[src/rtl/dipsw_debouncer.sv]
// DIP switch conditioner: 2-flop synchroniser, divided sample tick, per-bit run-length debounce.
// Define DIPSW_EDGE_EVENT_EN to build the sw_rise/sw_fall/sw_changed event logic; otherwise they read 0.
module dipsw_debouncer #(
    parameter int WIDTH          = 8,
    parameter int CLK_HZ         = 27000000,
    parameter int SAMPLE_HZ      = 1000,
    parameter int STABLE_SAMPLES = 4
) (
    input  logic             clk,
    input  logic             rst,
    input  logic [WIDTH-1:0] sw_raw,
    output logic [WIDTH-1:0] sw_stable,
    output logic             sw_valid,
    output logic [WIDTH-1:0] sw_rise,
    output logic [WIDTH-1:0] sw_fall,
    output logic             sw_changed,
    output logic             sample_tick
);

    localparam int DIV = CLK_HZ / SAMPLE_HZ;
    localparam int DW  = (DIV > 1) ? $clog2(DIV) : 1;
    localparam int CW  = $clog2(STABLE_SAMPLES + 1);

    typedef enum logic {
        ST_INIT = 1'b0,
        ST_RUN  = 1'b1
    } state_t;

    state_t                   state_q, state_d;
    logic [WIDTH-1:0]         sync1_q, sync2_q;
    logic [DW-1:0]            div_cnt_q;
    logic                     tick_q;
    logic                     tick_now;
    logic [CW-1:0]            init_cnt_q, init_cnt_d;
    logic [WIDTH-1:0][CW-1:0] cnt_q, cnt_d;
    logic [WIDTH-1:0]         stable_q, stable_d;
    logic                     valid_q, valid_d;

    // State updates land on the same edge that raises sample_tick, so they appear in the tick cycle.
    assign tick_now = (div_cnt_q == DW'(DIV - 1));

    always_ff @(posedge clk or posedge rst) begin
        if (rst) begin
            sync1_q   <= '0;
            sync2_q   <= '0;
            div_cnt_q <= '0;
            tick_q    <= 1'b0;
        end else begin
            sync1_q   <= sw_raw;
            sync2_q   <= sync1_q;
            div_cnt_q <= tick_now ? '0 : div_cnt_q + 1'b1;
            tick_q    <= tick_now;
        end
    end

    always_comb begin
        state_d    = state_q;
        init_cnt_d = init_cnt_q;
        cnt_d      = cnt_q;
        stable_d   = stable_q;
        valid_d    = valid_q;
        case (state_q)
            ST_INIT: begin
                if (tick_now) begin
                    if (init_cnt_q == CW'(STABLE_SAMPLES - 1)) begin
                        stable_d   = sync2_q;
                        valid_d    = 1'b1;
                        init_cnt_d = '0;
                        state_d    = ST_RUN;
                    end else begin
                        init_cnt_d = init_cnt_q + 1'b1;
                    end
                end
            end
            ST_RUN: begin
                if (tick_now) begin
                    for (int i = 0; i < WIDTH; i++) begin
                        if (sync2_q[i] == stable_q[i]) begin
                            cnt_d[i] = '0;
                        end else if (cnt_q[i] == CW'(STABLE_SAMPLES - 1)) begin
                            stable_d[i] = ~stable_q[i];
                            cnt_d[i]    = '0;
                        end else begin
                            cnt_d[i] = cnt_q[i] + 1'b1;
                        end
                    end
                end
            end
            default: state_d = ST_INIT;
        endcase
    end

    always_ff @(posedge clk or posedge rst) begin
        if (rst) begin
            state_q    <= ST_INIT;
            init_cnt_q <= '0;
            cnt_q      <= '0;
            stable_q   <= '0;
            valid_q    <= 1'b0;
        end else begin
            state_q    <= state_d;
            init_cnt_q <= init_cnt_d;
            cnt_q      <= cnt_d;
            stable_q   <= stable_d;
            valid_q    <= valid_d;
        end
    end

    assign sw_stable   = stable_q;
    assign sw_valid    = valid_q;
    assign sample_tick = tick_q;

`ifdef DIPSW_EDGE_EVENT_EN
    logic [WIDTH-1:0] rise_q, rise_d;
    logic [WIDTH-1:0] fall_q, fall_d;
    logic             changed_q;

    // Only RUN-state toggles count as events; the INIT load never differs in state_q==ST_RUN terms.
    always_comb begin
        rise_d = '0;
        fall_d = '0;
        if (state_q == ST_RUN) begin
            rise_d = (stable_d & ~stable_q);
            fall_d = (~stable_d & stable_q);
        end
    end

    always_ff @(posedge clk or posedge rst) begin
        if (rst) begin
            rise_q    <= '0;
            fall_q    <= '0;
            changed_q <= 1'b0;
        end else begin
            rise_q    <= rise_d;
            fall_q    <= fall_d;
            changed_q <= |(rise_d | fall_d);
        end
    end

    assign sw_rise    = rise_q;
    assign sw_fall    = fall_q;
    assign sw_changed = changed_q;
`else
    assign sw_rise    = '0;
    assign sw_fall    = '0;
    assign sw_changed = 1'b0;
`endif

endmodule

[config.mk]
export PLATFORM = sky130hd
export DESIGN_NAME = dipsw_debouncer
export DESIGN_NICKNAME = d
export VERILOG_FILES = /design/src/rtl/dipsw_debouncer.sv
export SDC_FILE = /design/constraint.sdc
export NUM_CORES = 1
export LEC_CHECK = 0
export ABC_CLOCK_PERIOD_IN_PS = 2350
export BUFFER_PORTS_ARGS = -buffer_cell sky130_fd_sc_hd__buf_2
export CELL_PAD_IN_SITES_DETAIL_PLACEMENT = 0
export CELL_PAD_IN_SITES_GLOBAL_PLACEMENT = 1
export CORE_ASPECT_RATIO = 0.75
export CORE_MARGIN = 5
export CORE_UTILIZATION = 40
export DETAILED_ROUTE_END_ITERATION = 6
export PLACE_DENSITY = 0.76
export SLEW_MARGIN = 20
export SYNTH_ARGS = -nofsm -noshare
export SYNTH_HDL_FRONTEND = slang
export SYNTH_SLANG_ARGS = --single-unit
[constraint.sdc]
create_clock -name clk -period 2.35 [get_ports clk]
set_clock_uncertainty 0.2 [all_clocks]
set_input_delay 0 -clock clk [delete_from_list [all_inputs] [get_ports clk]]
set_output_delay 0 -clock clk [all_outputs]
set_load 0.02 [all_outputs]
==> impl_metrics.tcl <==
set metrics [dict create \
    status "finished clean" \
    place.gp.congestion 0.793 \
    viasPerCell 4.73 \
    r2r-start "div_cnt_q[0]" \
    combPwrFrac_pct 3.6 \
    ys_ff_latch 69 \
    fin_nets 333 \
    yosysUniqueCellTypes 38 \
    synth_edf_count 0 \
    critical_path_buf_inv_count 1 \
    cts_root_buf "clkbuf_8" \
    ant_nets 0 \
    chipHeight_um 86.6 \
    rr_endpoint "cnt_q[3]" \
    dp_hpwl_mm 3.50 \
    antenna_found_initial 0 \
    switching_share_pct 20.3 \
    multiInputGateArea_um2 1270 \
    die_x_um 112 \
    async_reset_ff_share_pct 100 \
    crit_required_ns 2.37 \
    critPathMaxStageDelay_ns 0.40 \
    grt_max_degree 67 \
    worstSetupPathDepth 6 \
    power_switching_uw 498 \
    drive_gt1_share_pct 20.1 \
    seqPwrFrac_pct 49.1 \
    ys_seq_area_share_pct 55.2 \
    synthToLayoutAreaGrowth_pct 16.8 \
    clkSlewWorstSetupHoldPaths_ns 0.07 \
    hp-class "in -> reg" \
    syn_inst 274 \
    period_share_pct 93.0 \
    core.rowCount 27 \
    cp_slowest_cell "dfrtp_1" \
    cap_violations 0 \
    peakVddDrop_mv 0.407 \
    firstDrtPassIters 5 \
    vias 1980 \
    cts_buffers 9 \
    cts_setup_buffers 0 \
    rsz0062_at_grt "no" \
    cellLeakagePower_uw 0.00184 \
    power_density_nw_per_um2 673 \
    coreArea_um2 7470 \
    p_int_uw 1960 \
    drcViolationCount 0 \
    grt_pass1_vias 1958 \
    cts_tree "built" \
    slew_violations 0 \
    overflow 0 \
    finalSetupTns_ns 0 \
    power_uw 2460 \
    startpoint_type "flip-flop" \
    netlist_area_um2 3130 \
    path_max_fanout 24 \
    syn_avg_cell_area_um2 11.4 \
    fillers 679 \
    h-tree-depth 3 \
    critPathKind "reg -> reg" \
    endpoint_kind "flip-flop" \
    cts_sinks 69 \
    finalWorstPathRequiredPeriod_ns 2.19 \
    ff_latch_area_um2 1730 \
    start_util_pct 41.9 \
    grt_usage_pct 11.9 \
    finalSetupViolCount 0 \
    rrSetupSlack_ns 0.16 \
    io_pins 37 \
    routed_wirelength_mm 5.18 \
    crit_chain "ha_2, and4b_1, nand4_4, or2_1, buf_4, mux2_4" \
    drtIter0Drc 69 \
    startpoint "div_cnt_q[0]" \
    final_hold_viol_count 0 \
    port_buffers 19 \
    max_freq_ghz 0.457 \
    grt_pass1_wl_mm 9.22 \
    dieArea_um2 9710 \
    ys_warn_count 0 \
    hp-start "sw_raw[3]" \
    cts.path.max_buffers 2 \
    synthFlopType "dfrtp_1" \
    wl_per_cell_um 12.4 \
    rr_worst_depth 6 \
    critPathCapture "cnt_q[3]" \
    clock_power_share_pct 47.3 \
    arrival_ns 2.21 \
    antenna_cells 0 \
    worstSkewPairLatency_ns 0.34 \
    cp_top_family "simple AND/OR/NAND/NOR gates" \
]
[metrics by stage]
stage / cells / instance area, um^2 / utilization, % / setup slack (ns) / hold WS [ns]
floorplan: 290 / 3190 / - / 0.272 / -0.169
global placement: 393 / 3300 / 44.2 / 0.184 / -0.326
detailed placement: 393 / 3300 / 44.2 / 0.134 / -0.326
CTS: 419 / 3650 / 48.9 / 0.134 / 0.0798
global route: 419 / 3650 / 48.9 / 0.0492 / 0.0981
finish: 419 / 3650 / 48.9 / 0.164 / 0.102
[layout by cell type, fill, tap and decap left out, types with 2 or more instances in the layout]
cell type and instances:
conb_1 17, clkbuf_8 10, a21oi_1 8, nor3b_1 2, xnor2_1 13, clkinvlp_4 2
inv_1 5, dfrtp_1 69, nor2_1 32, o21ai_0 20, ha_1 9, nand4_1 3
buf_4 6, nor4_1 2, dlygate4sd3_1 10, nor2b_1 9, nand3_1 6, mux2_2 12
o21a_1 8, and4b_1 2, mux2_4 4, buf_2 19, xor2_1 7, nor3_1 9
bufinv_16 3, nand2b_1 3, nand2_1 9, and3_1 3
[final cells by class]
type / instances / area share [%]
repair buffers: 36 / 7.13
well taps: 101 / 3.46
clock buffers: 10 / 3.77
clock inverters: 6 / 3.01
inverters: 6 / 0.617
multi-input cells: 191 / 34.7
flip-flops and latches: 69 / 47.3
[what timing repair did]
item	CTS	global route
endpoints found under the hold margin	77	0
gates resized for setup	0	1
endpoints found under the setup margin	0	2
hold buffers	10	0
[per-layer routing]
metal | GRT usage, % | wire length (um) | vias up
met5 | 0 | 0 | -
met4 | 4.80 | 52 | 0
met3 | 4.12 | 249 | 7
met2 | 16.7 | 2210 | 38
met1 | 16.7 | 2670 | 957
li1 | - | - | 978
[Yosys cell counts (2+ instances only)]
cell type	n	area (um^2)
nand4_1	3	18.8
dfrtp_1	69	1730
ha_1	10	125
xor2_1	7	61.3
nor2b_1	9	56.3
nor4_1	2	12.5
clkbuf_1	5	18.8
xnor2_1	13	114
buf_4	17	128
nor3_1	9	45.0
o21a_1	8	60.1
o21ai_0	20	100
a21oi_1	8	40.0
mux2_4	4	60.1
inv_1	6	22.5
mux2_2	12	135
and3_1	3	18.8
nor3b_1	2	15.0
and4b_1	2	20.0
nor2_1	32	120
nand2b_1	3	18.8
nand2_1	9	33.8
nand3_1	6	30.0
[power by group through the flow]
stage,Sequential (uW),Clock [uW],Combinational [uW]
after floorplan,1230,0,78.6
after global placement,1230,0,77.6
after detailed placement,1230,0,77.7
after CTS,1210,1200,90.6
after global routing,1210,1260,101
final,1210,1160,88.1
[registers in the layout, indices dropped and copies added (netlist names)]
name and flops:
div_cnt_q 15, sync1_q 8, sample_tick 1, sync2_q 8, init_cnt_q 3, sw_stable 8, sw_valid 1, state_q 1
cnt_q 24
[how the worst min path moves through the flow]
| stage | to | cells past startpoint |
|---|---|---|
| after floorplan | sync1_q[0] | 0 |
| after global placement | sync1_q[7] | 2 |
| after detailed placement | sync2_q[7] | 2 |
| after CTS | sync1_q[6] | 2 |
| after global routing | sync1_q[6] | 2 |
| final | sync1_q[3] | 2 |
[logic make-up (layout without fill, tap and decap cells)]
logic type / count (synthesis) / in the layout / synth area share [%]
compound gates: 40 / 40 / 7.36
xor+xnor: 20 / 20 / 5.60
fa+ha+maj: 10 / 10 / 4.00
buf+inv: 30 / 58 / 6.24
flops: 69 / 69 / 55.2
mux: 16 / 16 / 6.24
other cells: 1 / 17 / 0.120
simple gates: 88 / 88 / 15.2
Power figures use the tool's default switching activity.
